===== config.mk =====
export PLATFORM = sky130hd
export DESIGN_NAME = cam_ctrl
export DESIGN_NICKNAME = d
export VERILOG_FILES = /design/src/rtl/cam_ctrl.sv
export SDC_FILE = /design/constraint.sdc
export NUM_CORES = 1
export LEC_CHECK = 0
export CORE_UTILIZATION = 46
export DETAILED_ROUTE_END_ITERATION = 8
export GPL_ROUTABILITY_DRIVEN = 0
export HOLD_SLACK_MARGIN = 0.06
export PLACE_DENSITY = 0.83
export REMOVE_ABC_BUFFERS = 1
export SETUP_SLACK_MARGIN = 0.15
export SLEW_MARGIN = 20
export SYNTH_ARGS = -nofsm -noshare
export SYNTH_HDL_FRONTEND = slang
export SYNTH_SLANG_ARGS = --single-unit

===== constraint.sdc =====
create_clock -name clk -period 2.8 [get_ports clk]
set_input_delay 0.28 -clock clk [delete_from_list [all_inputs] [get_ports clk]]
set_output_delay 0.28 -clock clk [all_outputs]
set_load 0.02 [all_outputs]

===== src/rtl/cam_ctrl.sv =====
// rtl/cam_ctrl.sv - CAM lookup/insert/delete controller with valid tracking and round-robin eviction
// Optional flush port and logic enabled by defining CAM_FLUSH_EN.
module cam_ctrl (
    input  logic       clk,
    input  logic       rst_n,
    input  logic       req_valid,
    output logic       req_ready,
    input  logic [1:0] req_op,
    input  logic [7:0] req_key,
    output logic       resp_valid,
    input  logic       resp_ready,
    output logic       resp_hit,
    output logic [2:0] resp_addr,
    output logic       resp_evict,
    output logic       cam_we,
    output logic [2:0] cam_waddr,
    output logic [7:0] cam_key,
    input  logic       cam_hit,
    input  logic [2:0] cam_raddr,
    output logic [3:0] occupancy
`ifdef CAM_FLUSH_EN
    ,
    input  logic       flush
`endif
);

    typedef enum logic [1:0] {S_IDLE, S_LOOK, S_WRITE, S_RESP} state_t;

    localparam logic [1:0] OP_INS = 2'b01;
    localparam logic [1:0] OP_DEL = 2'b10;

    state_t     state_q, state_d;
    logic [7:0] valid_q, valid_d;
    logic [2:0] rr_q, rr_d;
    logic [1:0] op_q, op_d;
    logic [7:0] key_q, key_d;
    logic [2:0] tgt_q, tgt_d;
    logic       hit_q, hit_d;
    logic [2:0] addr_q, addr_d;
    logic       evict_q, evict_d;
    logic [3:0] occ_q, occ_d;

    logic       qhit;
    logic       has_free;
    logic [2:0] free_idx;
    logic [2:0] ins_slot;
    logic       ins_evict;
    logic       flush_go;

`ifdef CAM_FLUSH_EN
    logic flush_pend_q, flush_pend_d;

    assign flush_go = (state_q == S_IDLE) && (flush || flush_pend_q);

    // A flush seen mid-transaction waits until the controller is back in IDLE.
    always_comb begin
        flush_pend_d = flush_pend_q;
        if (state_q == S_IDLE)
            flush_pend_d = 1'b0;
        else if (flush)
            flush_pend_d = 1'b1;
    end

    always_ff @(posedge clk or negedge rst_n) begin
        if (!rst_n) flush_pend_q <= 1'b0;
        else        flush_pend_q <= flush_pend_d;
    end
`else
    assign flush_go = 1'b0;
`endif

    assign req_ready  = rst_n && (state_q == S_IDLE) && !flush_go;
    assign resp_valid = (state_q == S_RESP);
    assign resp_hit   = hit_q;
    assign resp_addr  = addr_q;
    assign resp_evict = evict_q;
    assign cam_we     = (state_q == S_WRITE);
    assign cam_waddr  = (state_q == S_WRITE) ? tgt_q : 3'd0;
    assign cam_key    = (state_q == S_LOOK || state_q == S_WRITE) ? key_q : 8'd0;
    assign occupancy  = occ_q;

    assign qhit     = cam_hit && valid_q[cam_raddr];
    assign has_free = ~&valid_q;

    always_comb begin
        free_idx = 3'd0;
        for (int i = 7; i >= 0; i--)
            if (!valid_q[i]) free_idx = 3'(i);
    end

    // Stale CAM match is reused first, then the lowest free slot, then eviction.
    always_comb begin
        ins_evict = 1'b0;
        if (cam_hit)
            ins_slot = cam_raddr;
        else if (has_free)
            ins_slot = free_idx;
        else begin
            ins_slot  = rr_q;
            ins_evict = 1'b1;
        end
    end

    always_comb begin
        state_d = state_q;
        valid_d = valid_q;
        rr_d    = rr_q;
        op_d    = op_q;
        key_d   = key_q;
        tgt_d   = tgt_q;
        hit_d   = hit_q;
        addr_d  = addr_q;
        evict_d = evict_q;
        occ_d   = 4'($countones(valid_q));
        case (state_q)
            S_IDLE: begin
                if (flush_go) begin
                    valid_d = 8'd0;
                    rr_d    = 3'd0;
                end else if (req_valid) begin
                    op_d    = req_op;
                    key_d   = req_key;
                    state_d = S_LOOK;
                end
            end
            S_LOOK: begin
                state_d = S_RESP;
                hit_d   = qhit;
                addr_d  = qhit ? cam_raddr : 3'd0;
                evict_d = 1'b0;
                if (op_q == OP_INS && !qhit) begin
                    hit_d   = 1'b0;
                    tgt_d   = ins_slot;
                    addr_d  = ins_slot;
                    evict_d = ins_evict;
                    state_d = S_WRITE;
                end else if (op_q == OP_DEL && qhit) begin
                    valid_d[cam_raddr] = 1'b0;
                end
            end
            S_WRITE: begin
                valid_d[tgt_q] = 1'b1;
                if (evict_q) rr_d = rr_q + 3'd1;
                state_d = S_RESP;
            end
            S_RESP: begin
                if (resp_ready) state_d = S_IDLE;
            end
            default: state_d = S_IDLE;
        endcase
    end

    always_ff @(posedge clk or negedge rst_n) begin
        if (!rst_n) begin
            state_q <= S_IDLE;
            valid_q <= 8'd0;
            rr_q    <= 3'd0;
            op_q    <= 2'd0;
            key_q   <= 8'd0;
            tgt_q   <= 3'd0;
            hit_q   <= 1'b0;
            addr_q  <= 3'd0;
            evict_q <= 1'b0;
            occ_q   <= 4'd0;
        end else begin
            state_q <= state_d;
            valid_q <= valid_d;
            rr_q    <= rr_d;
            op_q    <= op_d;
            key_q   <= key_d;
            tgt_q   <= tgt_d;
            hit_q   <= hit_d;
            addr_q  <= addr_d;
            evict_q <= evict_d;
            occ_q   <= occ_d;
        end
    end

endmodule


; Word-level counts from Yosys, hierarchy flattened
; Cells that the tools add are included.
[totals]
elab_cells = 81
output_inout_bits = 23
regBits = 35
[op_classes]
n_mux = 31
reduce_logical = 16
n_lt_le_gt_ge = 4
n_addsub = 8
bitwise = 3
eq_ne = 9
[op_table]
columns = operator, count
row1 = 3-bit two-way mux, 13
row2 = 8-bit two-way mux, 3
row3 = 8-bit one-hot mux with 2 select lines, 1
row4 = 1-bit by 1-bit adder with 2-bit output, 4
row5 = 8-bit bitwise AND, 1
row6 = "3-bit by 4-bit < comparator with 1-bit output, second input constant", 2
row7 = 1-bit two-way mux, 8
row8 = 8-bit inverter, 1
row9 = 8-bit OR, 1
row10 = 2-bit one-hot mux with 4 select lines, 1
row11 = 2-bit AND reduction, 4
row12 = 8-bit AND reduction, 1
row13 = 2-bit by 2-bit adder with 3-bit output, 2
row14 = 1-bit demux with 3-bit select, 2
row15 = "2-bit equality test, second input constant", 3
row16 = "3-bit by 1-bit >= comparator with 1-bit output, second input constant", 2
row17 = 1-bit logical AND, 6
row18 = 3-bit by 3-bit adder with 4-bit output, 1
row19 = "2-bit by 1-bit equality test with 1-bit output, second input constant", 2
row20 = 2-bit two-way mux, 2
row21 = "2-bit by 1-bit != test with 1-bit output, second input constant", 2
row22 = "2-bit != test, second input constant", 2
row23 = "3-bit by 1-bit adder with 3-bit output, second input constant", 1
row24 = 1-bit binary-select mux with 3-bit select, 1
row25 = 5 further kinds, 5

; Longest topological paths before layout
[depth]
word_depth = 11
mapped_depth = 9
mapped_depth_nobuf = 9

; Worst setup path after synthesis
; No wires, ideal clock.
[synth_timing]
kind = reg2reg
startpoint = register valid_q[0]
endpoint = register occ_q[2], in the netlist occupancy[2]
arrival_ps = 2623
required_time_ps = 2677
path_stages_with_launch = 10
setup_time_ps = 123
slack_ps = 55
cell_sequence = dfrtp_1 -> fa_1 -> inv_1 -> fa_1 -> fa_1 -> inv_1 -> ha_1 -> inv_1 -> fa_1 -> xnor2_1
[synth_via]
elab_chain_cells = 3
[synth_lines]
columns = element, line_no
row1 = from (decl), 33  ; logic [7:0] valid_q, valid_d;
row2 = from (signal assigned), 167  ; valid_q <= valid_d;
row3 = 1-bit by 1-bit adder with 2-bit output (not written as such), 114  ; occ_d = 4'($countones(valid_q));
row4 = 2-bit by 2-bit adder with 3-bit output (not written as such), 114
row5 = 3-bit by 3-bit adder with 4-bit output (not written as such), 114
row6 = named net occ_d[2], 41  ; logic [3:0] occ_q, occ_d;
row7 = to (signal assigned), 164  ; occ_q <= 4'd0;
row8 = to (signal assigned), 175  ; occ_q <= occ_d;
row9 = to (decl), 41
; The timed path passes the listed nets, and every way through them passes these cells.
; A chain may end at the register's enable or synchronous reset.

; Final worst setup path
; Same ends and word-level chain as after synthesis.

==> results summary <==
The power density of the placed cells came out at between 1000 and 1500 mW/mm². The worst pin sits at a relative slew slack of 0.6766. Measured on the finished design, the core utilization comes to 0.6342.

The worst setup path is of the flip-flop to flip-flop kind. The number of distinct library cells after synthesis came out at 42. TritonCTS built the clock tree.

The H-tree level count came out at 2. The number of enable-type register cells in the synthesized netlist is 0. In this run, the number of DRC markers left after iteration 0 of detailed routing was 127. By area the synthesized netlist is led by dfrtp_1, mux2_2, ha_1, fa_1, and2_1.

The initial utilization of the core area, before any placement, comes to 0.4959. The worst setup path is launched from a flip-flop. The synthesis warning total came out at 0. The floorplan step defined a die boundary enclosing ~0.0047 mm².

Measured in cells, the most critical reg-to-reg path has a length of 9. The clock transition time at the flip-flop clock pins of the worst setup and hold paths is ~0.070 ns. Summed over all layers, the routed wires come to ~4200 µm. The count of buffers inserted at the top-level ports came out at 40.

The largest net degree at the start of global routing came out at 36. The detailed router placed 1564 vias in this run. The number of pins with negative max-slew slack in the final report came out at 0.

The number of max-capacitance violations reported is 0. Of the total synthesized cell area, the portion taken by full adders, half adders and majority gates is 0.1006. The cell count after placement came out at 290. The worst setup path is captured at a flip-flop.

The via count of the first global-routing pass came out at roughly 1500. The library cell used most frequently in the layout, excluding fill and tap cells, is clkdlybuf4s50_1. Of the total synthesized cell area, the portion taken by AND, OR, NAND and NOR gates is 0.1747.

Among the stages of the critical path, the cell type that occurs most often is fa_1. In the synthesized netlist the dominant register cell turns out to be dfrtp_1. Of the total synthesized cell area, the portion taken by XOR and XNOR cells is 0.01288. Final hold analysis gives a worst-case slack of 0.4772 ns. The worst hold path belongs to the class flip-flop to flip-flop. Based on the critical path, the design can be clocked at up to between 300 and 400 MHz. The net count of the finished layout is 280. The global-route congestion overflow total came out at 0.

Once detail routing completed, the nets flagged for antenna violations numbered 0. After legalization and detailed placement, the total HPWL measured 3162 µm. In this design, the stage delay of the slowest critical-path cell is around 0.54 ns.

The startpoint identified for the worst hold timing path is rr_q[2]. Relative to the synthesized area, the layout overhead comes to 27.90%. The number of hold violations in the final report came to 0. The vertical die dimension came out at approximately 69 µm. The total standard cell area after synthesis came out at between 0.002 and 0.0025 mm². The combined global-route utilization of all metal layers is 0.2044.

Setup slack on the worst reg-to-reg path comes out at roughly 0.006 ns. The main combinational cell family by area after synthesis is simple AND/OR/NAND/NOR gates. In this run, CTS created clock tree buffers numbering 5. The number of fillers in the final layout came out at ~360. The pre-antenna-repair detailed-routing pass consisted of 5 iterations. The clock sink total came out at 35.

The share of the synthesized area in compound gates (AO/OA/AOI/OAI) came to 0.1122. The largest fanout on the critical path is 2. The number of placement rows came out at 23.

The longest clock path from root to sink contains 2 buffers. Synthesis produced 199 cells. The top cell type's share of synthesized area is 0.4292. The arrival time of the worst setup path is 2.98 ns. The critical path starts at valid_q[0].

The clock root buffer master is clkbuf_8. In the synthesized netlist the async set-or-reset flop fraction comes to 1.000. After layout, the minimum clock period comes to approximately 2.8 ns.

The number of antenna cells inserted is 0. The portion of the post-synthesis area used by sequential elements is 0.4292. Setup repair after global routing could not meet its margin everywhere. At the worst endpoint, the required time is between 2 and 3 ns.

The initial antenna violation count came to 0. On the critical path, the stage with the largest delay is an instance of fa_1. The cell leakage power came out at between 1 and 1.5 nW. In the routed design, unresolved DRC markers number 0. The setup skew after layout is about 0.0066 ns. The clock latency at the later pin of the worst-skew pair is 0.29 ns. The synthesis-stage register bit count is 35. In the finished design, the share of the clock period the worst path needs comes to 0.9979. The worst hold path cell count came out at 1. The final number of setup-violating endpoints came out at 0.

In this run the horizontal extent of the chip is between 60 and 70 µm. The standard cell core area is between 0.004 and 0.005 mm². The I/O pin count came out at about 40. The layout cell share with drive strength beyond 1 is 0.1526. The worst-case IR drop observed on VDD is roughly 0.68 mV.

dfrtp_1 takes more of the synthesized area than any other cell. After synthesis, the mean cell area works out to around 10 µm². The critical path goes through fa_1 -> inv_1 -> fa_1 -> fa_1 -> inv_1 -> ha_2 -> inv_2 -> fa_1 -> xnor2_1. The number of cells in the finished layout apart from fillers came out at ~300. The first-pass GRT wire length came out at between 6000 and 7000 µm.

The transition time at the pin with the least slew margin is ~0.49 ns. The flow ran to the end, and the final reports show no timing, DRC or antenna violations. The top cell types in the final layout, fill and taps aside, are clkdlybuf4s50_1, dfrtp_1, inv_1.

The mean routed wirelength per cell is ~14 µm. The fraction of synthesized area in multiplexers came out at 0.1189. Dividing the detail-routed via count by the number of cells gives around 5.2. In this run the critical register-to-register path is launched from valid_q[0].
==> path summary, 6_finish.rpt <==
check,endpoint
worst max-delay path,occupancy[2]
worst min-delay path,rr_q[2]
worst max register to register,occupancy[2]
worst min register to register,rr_q[2]
max in group asynchronous,key_q[1]
min in group asynchronous,valid_q[2]
==> report_power, final <==
part | total, mW | leakage, nW | switching [mW] | internal [mW]
Sequential | 0.922 | 0.434 | 0.174 | 0.748
Clock | 0.352 | 0.0422 | 0.178 | 0.174
Combinational | 1.98 | 0.699 | 1.02 | 0.960
Total | 3.26 | 1.18 | 1.37 | 1.88
==> through the flow <==
| stage | setup slack (ns) | total power, mW | cell area [µm²] | setup TNS (ns) |
|---|---|---|---|---|
| 3_3_place_gp | 0.08812 | 2.835 | 2519 | 0 |
| 3_5_place_dp | -0.01051 | 2.901 | 2519 | -0.01380 |
| 5_1_grt | -0.1201 | 3.568 | 2610 | -0.2327 |
| 2_1_floorplan | 0.05452 | 2.193 | 2011 | 0 |
| 6_report | 0.005977 | 3.255 | 2610 | 0 |
| 4_1_cts | -0.01607 | 3.283 | 2608 | -0.02498 |
==> registers in the layout (all words and copies together), names as in the netlist <==
name / cells
key_q: 8
resp_addr: 3
resp_hit: 1
rr_q: 3
op_q: 2
occupancy: 4
resp_evict: 1
tgt_q: 3
valid_q: 8
state_q: 2
==> kinds of logic after synthesis <==
group / count (synthesis)
and+or+nand+nor: 66
AOI/OAI and AO/OA: 35
DFF: 35
buffers and inverters: 25
muxes: 21
adders and majority gates: 14
xor gates and xnor gates: 3
==> what timing repair did <==
action | 4_1_cts | 5_1_grt
gates cloned | 0 | 0
setup buffers | 1 | 0
endpoints found under the setup margin | 2 | 2
gates resized for setup | 0 | 2
hold buffers | 0 | 0
==> layout make-up <==
type	instances	area, µm²	area share
sequential	35	875.8	0.3356
clock buffer	7	76.32	0.02924
tap	50	62.56	0.02397
multi-input combinational	139	1062	0.4070
clock inverter	1	5.005	0.001918
inverter	20	75.07	0.02876
timing repair buffer	47	452.9	0.1735
==> synthesized netlist by cell type (all sizes together) (2+ instances only) <==
cell type,n
and2,12
nor2,15
nor4,3
ha,10
nand2,14
fa,4
inv,20
a31oi,2
mux2i,4
nor3,3
nand3,4
a21oi,5
nand2b,6
mux2,17
nor2b,3
o22ai,4
clkbuf,3
o21ai,14
buf,2
xnor2,3
a22oi,2
dfrtp,35
==> worst max-delay path, delay by kind of cell, from the launching register on <==
kind | cells | cell delay (ns)
buffers and inverters | 3 | 0.16
xor gates and xnor gates | 1 | 0.13
DFF | 1 | 0.40
adders and majority gates | 5 | 2.00
==> routing by layer <==
layer	global-route usage	wire length, µm
met1	0.2521	1922
met2	0.3321	1976
met3	0.06579	247
met5	0	0
met4	0.07552	62
Note: power is estimated with default switching activity, not from simulation.
